File: src/rtl/tabla_arb_pkg.sv
// Shared arbitration definitions: default sizes, output-register states and
// the elaboration-time size consistency check.
package tabla_arb_pkg;

    localparam int unsigned REQ_LEN_DEFAULT = 8;
    localparam int unsigned IDX_LEN_DEFAULT = 3;

    typedef enum logic {
        OUT_IDLE = 1'b0,
        OUT_HOLD = 1'b1
    } out_state_e;

    function automatic bit lens_ok(input int unsigned req_len, input int unsigned idx_len);
        return req_len == (32'd1 << idx_len);
    endfunction

endpackage

File: src/rtl/decoder.sv
// Binary index to one-hot decoder.
module decoder #(
    parameter int unsigned inputLen = 3
) (
    input  logic [inputLen-1:0]      din,
    output logic [(1<<inputLen)-1:0] dout
);

    localparam int unsigned OUT_LEN = 1 << inputLen;

    assign dout = OUT_LEN'(1) << din;

endmodule

File: src/rtl/rr_pick.sv
// Combinational round-robin pick: first candidate at or above ptr, else the
// lowest candidate, found by scanning a doubled, ptr-masked vector.
module rr_pick
    import tabla_arb_pkg::*;
#(
    parameter int unsigned reqLen = REQ_LEN_DEFAULT,
    parameter int unsigned idxLen = IDX_LEN_DEFAULT
) (
    input  logic [reqLen-1:0] cand,
    input  logic [idxLen-1:0] ptr,
    output logic              found,
    output logic [idxLen-1:0] idx
);

    logic [reqLen-1:0]   ge_mask;
    logic [2*reqLen-1:0] dbl;

    always_comb begin
        ge_mask = '0;
        for (int unsigned i = 0; i < reqLen; i++) begin
            ge_mask[i] = (idxLen'(i) >= ptr);
        end
        // Low half holds only bits at/above ptr, so it wins over the wrapped copy.
        dbl   = {cand, cand & ge_mask};
        found = |cand;
        idx   = '0;
        for (int i = int'(2 * reqLen) - 1; i >= 0; i--) begin
            if (dbl[i]) begin
                idx = idxLen'(i);
            end
        end
    end

endmodule

File: src/rtl/rr_index_encoder.sv
// Round-robin one-hot-to-binary encoder: pending set pulses are granted one
// index per cycle through a registered valid/ready output.
module rr_index_encoder
    import tabla_arb_pkg::*;
#(
    parameter int unsigned reqLen = REQ_LEN_DEFAULT,
    parameter int unsigned idxLen = IDX_LEN_DEFAULT
) (
    input  logic              clk,
    input  logic              reset,
    input  logic [reqLen-1:0] req_set,
    input  logic              out_ready,
    output logic              out_valid,
    output logic [idxLen-1:0] out_idx,
    output logic [reqLen-1:0] out_onehot,
    output logic              pending_any
);

    if (!lens_ok(reqLen, idxLen)) begin : g_len_check
        $error("rr_index_encoder: reqLen must equal 1 << idxLen");
    end

    out_state_e        state_q, state_d;
    logic [reqLen-1:0] pending_q, pending_d;
    logic [idxLen-1:0] ptr_q, ptr_d;
    logic [idxLen-1:0] out_idx_q, out_idx_d;
    logic [reqLen-1:0] out_onehot_q, out_onehot_d;

    logic              hs_c;
    logic              load_c;
    logic [reqLen-1:0] clr_c;
    logic [reqLen-1:0] cand_c;
    logic              pick_found_c;
    logic [idxLen-1:0] pick_idx_c;
    logic [reqLen-1:0] onehot_dec_c;

    // Pending update and candidate set; a same-cycle set overrides the clear.
    always_comb begin
        hs_c      = (state_q == OUT_HOLD) && out_ready;
        clr_c     = hs_c ? out_onehot_q : '0;
        pending_d = (pending_q & ~clr_c) | req_set;
        cand_c    = pending_q & ~((state_q == OUT_HOLD) ? out_onehot_q : '0);
        load_c    = (state_q == OUT_IDLE) || out_ready;
    end

    rr_pick #(
        .reqLen (reqLen),
        .idxLen (idxLen)
    ) u_pick (
        .cand  (cand_c),
        .ptr   (ptr_q),
        .found (pick_found_c),
        .idx   (pick_idx_c)
    );

    // Output register next state: IDLE/HOLD, index and rotating pointer.
    always_comb begin
        state_d   = state_q;
        ptr_d     = ptr_q;
        out_idx_d = out_idx_q;
        if (load_c) begin
            if (pick_found_c) begin
                state_d   = OUT_HOLD;
                out_idx_d = pick_idx_c;
                ptr_d     = pick_idx_c + idxLen'(1);
            end else begin
                state_d   = OUT_IDLE;
            end
        end
    end

    decoder #(
        .inputLen (idxLen)
    ) u_dec (
        .din  (out_idx_d),
        .dout (onehot_dec_c)
    );

    assign out_onehot_d = (state_d == OUT_HOLD) ? onehot_dec_c : '0;

    always_ff @(posedge clk or negedge reset) begin
        if (!reset) begin
            state_q      <= OUT_IDLE;
            pending_q    <= '0;
            ptr_q        <= '0;
            out_idx_q    <= '0;
            out_onehot_q <= '0;
        end else begin
            state_q      <= state_d;
            pending_q    <= pending_d;
            ptr_q        <= ptr_d;
            out_idx_q    <= out_idx_d;
            out_onehot_q <= out_onehot_d;
        end
    end

    assign out_valid   = (state_q == OUT_HOLD);
    assign out_idx     = out_idx_q;
    assign out_onehot  = out_onehot_q;
    assign pending_any = |pending_q;

endmodule

File: config.mk
export PLATFORM = sky130hd
export DESIGN_NAME = rr_index_encoder
export DESIGN_NICKNAME = d
export VERILOG_FILES = /design/src/rtl/tabla_arb_pkg.sv /design/src/rtl/decoder.sv /design/src/rtl/rr_pick.sv /design/src/rtl/rr_index_encoder.sv
export SDC_FILE = /design/constraint.sdc
export NUM_CORES = 1
export LEC_CHECK = 0
export ABC_AREA = 1
export CAP_MARGIN = 20
export CELL_PAD_IN_SITES_DETAIL_PLACEMENT = 0
export CELL_PAD_IN_SITES_GLOBAL_PLACEMENT = 1
export CORE_MARGIN = 2
export CORE_UTILIZATION = 35
export CTS_BUF_LIST = sky130_fd_sc_hd__clkbuf_4 sky130_fd_sc_hd__clkbuf_8
export DETAILED_ROUTE_END_ITERATION = 10
export PLACE_DENSITY_LB_ADDON = 0.1
export SLEW_MARGIN = 20
export SYNTH_ARGS = -nofsm -noshare
export SYNTH_HDL_FRONTEND = slang
export SYNTH_HIERARCHICAL = 1
export SYNTH_SLANG_ARGS = --single-unit
File: constraint.sdc
create_clock -name clk -period 2.4 [get_ports clk]
set_clock_uncertainty 0.1 [all_clocks]
set_input_delay 0.48 -clock clk [delete_from_list [all_inputs] [get_ports clk]]
set_output_delay 0.48 -clock clk [all_outputs]
set_load 0.01 [all_outputs]
==> summary.txt, run 1 <==
CTS
  • Root Buffer: clkbuf_8
  • CTS tree: done
  • CTS Buffer Depth: 2
  • H-Tree Depth: 1
  • Clk sinks: 23
  • Inserted Clock Buffers: 3
  • Clock Latency Late Sink: 260 ps
  • CTS clk-pin slew, worst paths: 80 ps
  • Post-CTS Hold Buffers: 0

Route
  • Vias/cell: 4.67
  • DRT Pass-1 Iters: 4
  • DR vias: 1232
  • Routed Antenna Nets: 0
  • DRT Wirelength: 3.31 mm
  • Drc violations: 0
  • Initial DRC Count: 74
  • Avg WL per Cell: 12.5 um

Critical path
  • Crit end category: flop
  • CP required: 2490 ps
  • Most numerous cell on the critical path: nand2_1
  • Cell Chain, Critical Path: buf_6, a21boi_2, inv_2, nand2_2, nand2_1, nand2_1, nand2_1, nand2_1, nand2_1, nand2_1, nand2_1, a21oi_2, nand2_1, nand2_1, nand2_1, nand2_2, nand2_2, nor2_2, inv_1, nor2_1
  • Critical Path AT: 2330 ps
  • Slowest stage delay, CP: 470 ps
  • Crit path launch type: flop
  • Crit path max-delay cell type: dfrtp_2
  • CP Class: reg -> reg
  • CP max FO: 6
  • R2R depth: 20

Logic synthesis
  • XOR/XNOR Fraction of Synth Area: 0%
  • Mapped Cells: 175
  • Mapped Area: 1330 sq um
  • Post-synthesis average cell area: 7.59 sq um
  • Synth area leaders: dfrtp_1, nand2_1, nor2_1
  • Sequential area share after synthesis: 43.3%
  • Mux cell area share after synthesis: 0%
  • Yosys top cell area share: 43.3%
  • Largest family of logic cells by synthesized area: simple AND/OR/NAND/NOR gates
  • Distinct cells, synth: 21
  • Synthesis-stage register bit count: 23
  • YS warnings: 6
  • Post-Synth Simple-Gate Area: 32.0%
  • Area leader, netlist: dfrtp_1
  • Adder-cell area share of the yosys netlist: 0.942%
  • Area fraction in compound gates after synthesis: 11.9%
  • Syn Nets: 187

Placed design
  • DP Wirelength: 2.59 mm
  • Pre-CTS setup slack: 50.7 ps
  • Area after DPL: 1660 sq um
  • RePlAce Congestion: 0.966
  • IO buf count: 23
  • Placed cells: 254

STA
  • Period utilisation layout: 93.1%
  • Slew of the pin with the lowest slew margin: 288 ps
  • Endpoints failing hold: 0
  • Setup violations, final: 0
  • Final Max Slew Viols: 0
  • F_max: 448 MHz
  • Final setup margin: 166 ps
  • Tmin final: 2230 ps
  • Relative slew slack: 80.8%

Cells and area
  • Fin util: 49.8%
  • Antenna cells: 0
  • Final #Nets: 229
  • Fin cells: 264
  • Layout cell share with drive strength beyond 1: 25.5%
  • Area delta synth->final: 37.3%
  • Post-route cell area: 1820 sq um

Run status
  • Outcome: completed

GRT
  • All-Layer GR Usage: 16.0%
  • Initial antenna violation count: 0
  • First-pass GRT wire length: 5.24 mm
  • Largest net degree at the start of global routing: 24
  • GRT overflow: 0
  • Vias in the first global route: 1166

Die
  • Die Area: 4310 sq um
  • Initial Util: 36.3%
  • Rows: 22
  • Num ports: 24
  • Die Y: 65.6 um
  • Die width: 65.6 um
  • Core area: 3660 sq um

Worst hold path
  • Hold path depth: 1
  • Hold Crit Class: reg -> reg

Power
  • Cell Pwr Density: 1030 nW/um^2
  • LEAKAGE: 0.851 nW
  • Peak supply drop: 0.000473 V

Job
  • Max-Cap Viols: 0
## Yosys cell counts
library cell / instances
dfrtp_1: 23
nand2_4: 1
a21oi_1: 3
nand3_1: 17
ha_1: 1
inv_4: 2
nand3b_1: 2
a21oi_2: 1
nand2_1: 45
nor3_1: 3
clkbuf_8: 1
inv_1: 24
nand4_1: 2
nor2_8: 1
o21ai_0: 1
inv_2: 2
buf_6: 3
o21ai_2: 1
a21boi_0: 8
nor2_1: 26
a21o_1: 8
## through the flow
stage	power [mW]	hold WS, ps	setup TNS [ps]
after floorplan	1.17	84.4	0
after global placement	1.52	393	0
after detailed placement	1.52	396	0
after CTS	1.76	413	0
after global routing	2.05	436	-42.9
final	1.88	412	0
## flip-flops by register name, summed over array words and instances (netlist names)
register	count
out_onehot	8
ptr_q	3
pending_q	8
out_valid	1
out_idx	3
## layer usage
layer  vias up  share of wire, %  track usage [%]
met5         -                 0                0
met4         0              0.45             3.91
met3         2               2.3             2.57
met2        10                51             26.9
met1       591                46             21.4
li1        629                 -                -
## cell families after synthesis
group           after synthesis
compound gates               22
fa+ha+maj                     1
buf+inv                      32
flops                        23
simple gates                 97
## critical path: cells and delay by family (launching register included)
kind | cells | cell delay, ps
compound gates | 2 | 330
buf+inv | 3 | 250
flops | 1 | 470
simple gates | 15 | 1010
## power by group
| part | total [mW] | internal (mW) | switching, mW |
|---|---|---|---|
| Combinational | 1.04 | 0.467 | 0.572 |
| Clock | 0.235 | 0.116 | 0.120 |
| Sequential | 0.602 | 0.494 | 0.108 |
| Total | 1.88 | 1.08 | 0.800 |
## final timing paths
check	from	endpoint	slack, ps
worst max register to register	out_valid	out_onehot[7]	170
worst min-delay path	pending_q[3]	pending_q[3]	410
min in group asynchronous	reset	out_idx[2]	460
max in group asynchronous	reset	out_valid	1500
worst min register to register	pending_q[3]	pending_q[3]	410
worst max-delay path	out_valid	out_onehot[7]	170
## cell usage in the layout (no fill, tap or decap)
| master | n |
|---|---|
| o21ai_2 | 1 |
| a21boi_1 | 3 |
| nand3b_1 | 2 |
| nor2_1 | 21 |
| clkbuf_2 | 1 |
| nand4_1 | 2 |
| inv_1 | 22 |
| clkinv_2 | 1 |
| nand3_1 | 17 |
| clkdlybuf4s50_1 | 23 |
| buf_4 | 16 |
| a21oi_2 | 2 |
| buf_6 | 1 |
| clkbuf_8 | 3 |
| a21oi_1 | 2 |
| ha_1 | 1 |
| nor2_8 | 1 |
| inv_2 | 4 |
| a21boi_0 | 1 |
| nand2_2 | 9 |
| dfrtp_1 | 22 |
| nand2_1 | 36 |
| inv_4 | 2 |
| a21boi_2 | 4 |
| nand2_4 | 1 |
| dfrtp_2 | 1 |
| nor2_2 | 5 |
| a21o_1 | 8 |
| nor3_2 | 3 |
| o21ai_0 | 1 |
## timing repair
action / 4_1_cts / 5_1_grt
endpoints found under the setup margin: 0 / 8
resized for setup: 0 / 33
buffers inserted: 0 / 6
## layout make-up
| type | count | area [sq um] |
|---|---|---|
| clock buffer | 3 | 41.3 |
| clock inverter | 1 | 5.00 |
| fill | 374 | 1840 |
| inverter | 28 | 110 |
| multi-input combinational | 120 | 664 |
| sequential | 23 | 577 |
| tap | 48 | 60.1 |
| timing repair buffer | 41 | 367 |
(Power assumes the default switching activity.)
==> run 2: changes to the inputs <==
==> constraint.sdc (replaced) <==
create_clock -name clk -period 2.4 [get_ports clk]
set_clock_uncertainty 0.1 [all_clocks]
set_input_delay 0.36 -clock clk [delete_from_list [all_inputs] [get_ports clk]]
set_output_delay 0.36 -clock clk [all_outputs]
set_load 0.01 [all_outputs]
==> results of run 2 <==
Same layout as run 1 (identical final DEF). Status: completed.
Among the figures that moved: hold slack 412 ps -> 342 ps
==> edit, RTL diff (settings of run 2) <==
`pending_q` no longer has a reset.
--- a/src/rtl/rr_index_encoder.sv
+++ b/src/rtl/rr_index_encoder.sv
@@ -83,3 +83,2 @@
             state_q      <= OUT_IDLE;
-            pending_q    <= '0;
             ptr_q        <= '0;
@@ -89,3 +88,2 @@
             state_q      <= state_d;
-            pending_q    <= pending_d;
             ptr_q        <= ptr_d;
@@ -94,2 +92,6 @@
         end
+    end
+
+    always_ff @(posedge clk) begin
+        pending_q <= pending_d;
     end
Formal check against the unedited RTL: not equivalent (a bounded check fails within 4 cycles, from zero or initial values and one cycle with reset low).
==> edit against run 2 <==
  * Routed wire length is 2.9% lower
  * Largest cell class unchanged
  * Sequential cell count stayed put
  * Highest routed layer unchanged
  * Maximum frequency is 0.42% lower
  * Via count is 1.2% lower
  * Power is 1.6% higher
  * Synthesized area is 3.0% lower
  * First-iteration DRC count is 28% lower
  * Clock power is 4% higher
  * Cell area is 1.8% lower
  * Worst setup slack worse by 0.0094 ns
==> edit: results (changes against run 2) <==
Route
  – WL met1: 1.46 mm (was 1.51 mm)
  – 1st-iter DRT viols: 53 (was 74)
  – Met3 WL post-DR: 116 um (was 76 um)
  – Wire per inst: 12.1 um (was 12.5 um)
  – Vias: 1217 (was 1232)

Power
  – P_int: 1.11 mW (was 1.08 mW)
  – Clock network fraction of total power: 12.9% (was 12.5%)
  – P per Cell Area: 1060 nW/um^2 (was 1030 nW/um^2)
  – Worst VDD drop: 0.504 mV (was 0.473 mV)

Place
  – Setup slack after placement: -0.123 ns (was 0.0507 ns)
  – HPWL Detailed: 2.58 mm (was 2.59 mm)
  – Cell Area, Placed: 1640 sq um (was 1660 sq um)

Yosys
  – Synth Area per Inst: 7.36 sq um (was 7.59 sq um)
  – Area contributors post-synth: dfrtp_1 (29%), nand2_1 (13%), dfxtp_1 (12%), nor2_1 (7.6%), inv_1 (7.0%) (was dfrtp_1 (43%), nand2_1 (13%), nor2_1 (7.3%), inv_1 (6.8%), nand3_1 (6.4%))
  – Asr flop ratio synth: 65.2% (was 100%)

Finish
  – Post-layout nets: 230 (was 229)
  – Share of cells above drive strength 1: 25.3% (was 25.5%)
  – Multi-input gate share of total cell area: 36.9% (was 36.4%)
  – Final core utilization: 49.7% (was 49.8%)
  – Buffers, non-clock: 42 (was 41)
  – Layout Cells excl Fill: 265 (was 264)
  – # fillers: 364 (was 374)

Critical path
  – RR Endpoint: out_onehot[0]$_DFF_PN0_ (was out_onehot[7]$_DFF_PN0_)
  – CP max FO: 8 (was 6)
  – CP Data Arrival Time: 2.35 ns (was 2.33 ns)
  – R2R cell count: 15 (was 20)

Run status
  – Outcome: completed (unchanged)

Global routing
  – Largest net degree at the start of global routing: 16 (was 24)
## edit: changes by cell type in the layout (fill, tap and decap cells not counted), sizes merged
cell / change
buf: +2
clkbuf: -1
dfrtp: -8
dfxtp: +8
## edit: how the worst max path moves through the flow
stage / from / to / slack [ns] / cells after the start
2_1_floorplan: out_valid$_DFF_PN0_ / out_onehot[2]$_DFF_PN0_ / 0.08 / 22
3_3_place_gp: out_valid$_DFF_PN0_ / out_onehot[3]$_DFF_PN0_ / -0.05 / 19
3_5_place_dp: out_valid$_DFF_PN0_ / out_onehot[2]$_DFF_PN0_ / -0.12 / 20
4_1_cts: out_valid$_DFF_PN0_ / out_onehot[3]$_DFF_PN0_ / 0.02 / 20
5_1_grt: out_valid$_DFF_PN0_ / out_onehot[4]$_DFF_PN0_ / -0.14 / 14
6_report: out_valid$_DFF_PN0_ / out_onehot[0]$_DFF_PN0_ / 0.16 / 15
## edit: repair_timing
action	4_1_cts	5_1_grt
resized for setup	2	32
setup buffers	0	5
pin swaps	0	22
endpoints found under the setup margin	10	11
